==> src/rtl/timer_pkg.sv <==
// Shared types and default constants for the countdown timer.
package timer_pkg;

    // Top-level controller states
    typedef enum logic [1:0] {
        IDLE  = 2'd0,
        COUNT = 2'd1,
        DONE  = 2'd2
    } timer_state_t;

    localparam int TIMER_DELAY_W         = 4;
    localparam int TIMER_CYCLES_PER_UNIT = 1000;

endpackage

==> src/rtl/timer_prescale.sv <==
// Unit prescaler: counts 0..CYCLES_PER_UNIT-1 while run is high and pulses
// tick on the last count of each unit.
module timer_prescale #(
    parameter int CYCLES_PER_UNIT = 1000
) (
    input  logic clk,
    input  logic reset,
    input  logic clear,
    input  logic run,
    output logic tick
);

    localparam int CW = (CYCLES_PER_UNIT > 1) ? $clog2(CYCLES_PER_UNIT) : 1;
    localparam logic [CW-1:0] LAST = CW'(CYCLES_PER_UNIT - 1);

    logic [CW-1:0] cnt_reg;

    assign tick = run && (cnt_reg == LAST);

    // Free-running unit counter, wrapping on tick and held at zero by clear
    always_ff @(posedge clk) begin
        if (reset || clear) begin
            cnt_reg <= '0;
        end else if (run) begin
            cnt_reg <= tick ? '0 : cnt_reg + 1'b1;
        end
    end

endmodule

==> src/rtl/countdown_timer.sv <==
// Programmable countdown timer: shifts a delay in serially while shift_ena
// is high, counts (delay+1) units after shift_ena falls, then holds done
// until ack. Optional feature macro: TIMER_ABORT_EN adds an abort input.
module countdown_timer
    import timer_pkg::*;
#(
    parameter int DELAY_W         = TIMER_DELAY_W,
    parameter int CYCLES_PER_UNIT = TIMER_CYCLES_PER_UNIT
) (
    input  logic               clk,
    input  logic               reset,
    input  logic               shift_ena,
    input  logic               data,
    input  logic               ack,
`ifdef TIMER_ABORT_EN
    input  logic               abort,
`endif
    output logic               counting,
    output logic               done,
    output logic [DELAY_W-1:0] count
);

    timer_state_t       state_reg, state_next;
    logic [DELAY_W-1:0] delay_reg, delay_next;
    logic [DELAY_W-1:0] delay_shifted;
    logic               ena_q_reg;
    logic               presc_clear;
    logic               tick;

    // Delay register shifted left by one with the serial bit entering at the LSB
    assign delay_shifted[0] = data;
    generate
        for (genvar gi = 1; gi < DELAY_W; gi++) begin : g_shift
            assign delay_shifted[gi] = delay_reg[gi-1];
        end
    endgenerate

    // Prescaler sits at zero outside COUNT so each run starts on a fresh unit
    always_comb begin
        presc_clear = (state_reg != COUNT);
`ifdef TIMER_ABORT_EN
        if (abort) begin
            presc_clear = 1'b1;
        end
`endif
    end

    timer_prescale #(
        .CYCLES_PER_UNIT (CYCLES_PER_UNIT)
    ) u_prescale (
        .clk   (clk),
        .reset (reset),
        .clear (presc_clear),
        .run   (state_reg == COUNT),
        .tick  (tick)
    );

    // Next-state and delay-register update
    always_comb begin
        state_next = state_reg;
        delay_next = delay_reg;
        case (state_reg)
            IDLE: begin
                if (shift_ena) begin
                    delay_next = delay_shifted;
                end else if (ena_q_reg) begin
                    state_next = COUNT;
                end
            end
            COUNT: begin
                if (tick) begin
                    if (delay_reg != '0) begin
                        delay_next = delay_reg - 1'b1;
                    end else begin
                        state_next = DONE;
                    end
                end
            end
            DONE: begin
                if (ack) begin
                    state_next = IDLE;
                end
            end
            default: begin
                state_next = IDLE;
            end
        endcase
`ifdef TIMER_ABORT_EN
        // Abort wins over the unit wrap and over ack
        if (abort && (state_reg != IDLE)) begin
            state_next = IDLE;
            delay_next = '0;
        end
`endif
    end

    // State, delay and shift_ena history; history only lives in IDLE so a
    // held-high strobe left over from COUNT/DONE cannot restart the timer
    always_ff @(posedge clk) begin
        if (reset) begin
            state_reg <= IDLE;
            delay_reg <= '0;
            ena_q_reg <= 1'b0;
        end else begin
            state_reg <= state_next;
            delay_reg <= delay_next;
            ena_q_reg <= (state_reg == IDLE) ? shift_ena : 1'b0;
        end
    end

    assign counting = (state_reg == COUNT);
    assign done     = (state_reg == DONE);
    assign count    = delay_reg;

endmodule

==> config.mk <==
export PLATFORM = sky130hd
export DESIGN_NAME = countdown_timer
export DESIGN_NICKNAME = d
export VERILOG_FILES = /design/src/rtl/timer_pkg.sv /design/src/rtl/timer_prescale.sv /design/src/rtl/countdown_timer.sv
export SDC_FILE = /design/constraint.sdc
export NUM_CORES = 1
export LEC_CHECK = 0
export ABC_AREA = 1
export CORE_MARGIN = 4
export CORE_UTILIZATION = 55
export DETAILED_ROUTE_END_ITERATION = 10
export GPL_ROUTABILITY_DRIVEN = 0
export PLACE_DENSITY = 0.79
export SETUP_SLACK_MARGIN = 0.1
export SYNTH_ARGS = -nofsm -noshare
export SYNTH_HDL_FRONTEND = slang
export SYNTH_SLANG_ARGS = --single-unit
export TNS_END_PERCENT = 50
==> constraint.sdc <==
create_clock -name clk -period 3.55 [get_ports clk]
set_clock_uncertainty 0.2 [all_clocks]
set_input_delay 0.71 -clock clk [delete_from_list [all_inputs] [get_ports clk]]
set_output_delay 0.71 -clock clk [all_outputs]
set_load 0.01 [all_outputs]
==> impl_results.md <==
* Skew-Pair Late Insertion Delay at 0.29 ns
* PostCTS Resize Cnt at 0
* Slew Viols, Final at 0
* WL final at between 1500 and 2000 um
* Starting density of the core at about three fifths
* CP endpoint kind: output pin
* Port-buffer cells at 10
* Critical path class: flop to output pin
* Vias at 860
* Cells after synthesis at 138
* Peak VDD IR at around 0.6 mV
* Final #Nets at between 150 and 200
* Final setup fails at 0
* Gr usage total at between 10% and 20%
* Status: complete, no violations
* Post-synth EDFFs at 0
* CTS tree: yes
* Hold Path Class: flop to flop
* Worst-margin pin slew at ~0.25 ns
* WL per Instance at slightly above 10 um
* Crit start category: flop
* Max H-tree Level at 1
* # diodes at 0
* Clock Root Buffer: clkbuf_4
* Number of flip-flops in the largest register at 10
* Top-count cell post-synth: nand2_1
* Hold_sp: u_prescale.cnt_reg[0]
* PwrDens at approximately 620 nW/um2
* CP max FO at 8
* Fmax at slightly above 400 MHz
* Congestion Overflow GR at 0
* Ys Warns at 0
* Largest net degree at the start of global routing at 11
* Worst r2r src: u_prescale.cnt_reg[0]
* Post-DRT Antenna Nets at 0
* DIE AREA at between 2000 and 2500 um2
* # clock sinks at 17
* Post-CTS Setup Bufs at 0
* Clock-pin slew on the worst setup and hold paths at ~0.10 ns
* Tot Pwr at 0.680 mW
* Crit path required time at approximately 2.6 ns
* Finished Layout Cells at 168
* Vias per cell at slightly above 5
* Share of cells above drive strength 1 at roughly a tenth
* TritonCTS buffer count at 3
* Mapped cell area at ~940 um2
* Placed Cells at between 150 and 200
* Final Hold Violating Endpoints at 0
* Library cells used by synthesis at 21
* Average size of a mapped cell at 6.82 um2
* DRT Pass-1 Iters at 4
* DR DRC count at 0
* Die W at 49.4 um
* Setup crit start: state_reg[0]
* Ys async rst share at 0%
* DIE HEIGHT at about 49 um
* Most common library cells after synthesis: nand2_1, nor2_1, inv_1
* Synth top area share at between 30% and 40%
* Ys flop type: dfxtp_1
* Critical path arrival at ~1.5 ns
* Fin crit share at around 69%
* RSZ-0062 raised after global routing: false
* First-pass GRT wire length at approximately 3200 um
* Rows at 14
* Synth Register Bits at 17
* HPWL after DPL at about 1400 um
* # fillers at about 140
* Hold buffer count at CTS at 0
* Yosys top cell by area: dfxtp_1
* CORE AREA at 1560 um2
* Initial DRC Count at 15
* Net Count, Synth at ~150
* Min Tclk post-route at approximately 2.5 ns
* Top post-synthesis cells by area: dfxtp_1, nand2_1, nor2_1
* Vias in the first global route at between 700 and 800
* Leakage at around 0.46 nW
* TNS Setup at 0 ns
* Layout area overhead at 15.7%
* IO Pins at 11
* Max-cap violation count at 0
* Clock buffer depth at 2
* Register area share after synthesis at a little over a third
* Initial antenna violation count at 0
* Worst rel slew slack at between 80% and 90%
metrics by stage:
step	hold slack (ns)	util, %	instance area (um2)	setup slack [ns]
floorplan	0.217	-	941	1.94
global placement	0.229	68.1	1060	1.44
detailed placement	0.275	68.1	1060	1.42
CTS	0.289	69.8	1090	1.08
global route	0.315	69.8	1090	0.986
finish	0.277	69.8	1090	1.10
final cells by class:
type                       instances  area (um2)  area share [%]
inverter                          20        75.1            6.90
clock buffer                       3        22.5            2.07
clock inverter                     1        5.00           0.460
timing repair buffer              10         100            9.20
sequential                        17         340            31.3
tap                               16        20.0            1.84
multi-input combinational        101         526            48.3
worst paths after layout:
kind	to	slack, ns	cells past startpoint
min reg2reg	u_prescale.cnt_reg[0]	0.28	1
min	u_prescale.cnt_reg[0]	0.28	1
max	counting	1.10	3
max reg2reg	count[0]	1.93	8
cells by family after synthesis:
family | count (synthesis) | share of synthesized area, %
buffers and inverters | 20 | 7.98
adders and majority gates | 2 | 2.66
AOI/OAI and AO/OA | 12 | 7.71
DFF | 17 | 36.2
xor gates and xnor gates | 2 | 1.86
and+or+nand+nor | 85 | 43.6
routing by layer:
layer / part of all wire, % / GRT usage, % / up-vias
met4: 1.6 / 5.69 / 0
met3: 4.4 / 3.06 / 4
li1: - / - / 460
met2: 45 / 26.8 / 23
met1: 49 / 22.4 / 373
met5: 0 / 0 / -
worst max-delay path, stage by stage (launching register included):
cell and delay (ns):
dfxtp_1 0.41, inv_2 0.08, nor2_8 0.18, clkdlybuf4s50_1 0.57
power breakdown:
part	switching [mW]	internal [mW]	leakage (nW)
logic	0.184	0.135	0.304
clock network	0.0642	0.0420	0.0177
registers	0.0340	0.221	0.139
total	0.282	0.398	0.460
cell usage in the layout (no fill, tap or decap):
cell	n
nand2_1	34
nor2_1	29
inv_1	18
dfxtp_1	17
clkdlybuf4s50_1	10
nand3_1	7
nand2_2	4
o21ai_1	4
a21oi_1	3
o21ai_0	3
clkbuf_4	3
inv_2	2
nand2_4	2
nand3b_1	2
nand4_1	2
xor2_1	2
nor3b_1	2
ha_1	2
nor2_8	1
nand3_4	1
o21ai_4	1
a31oi_1	1
nor2_4	1
clkinv_2	1
Note: power is estimated with default switching activity, not from simulation.
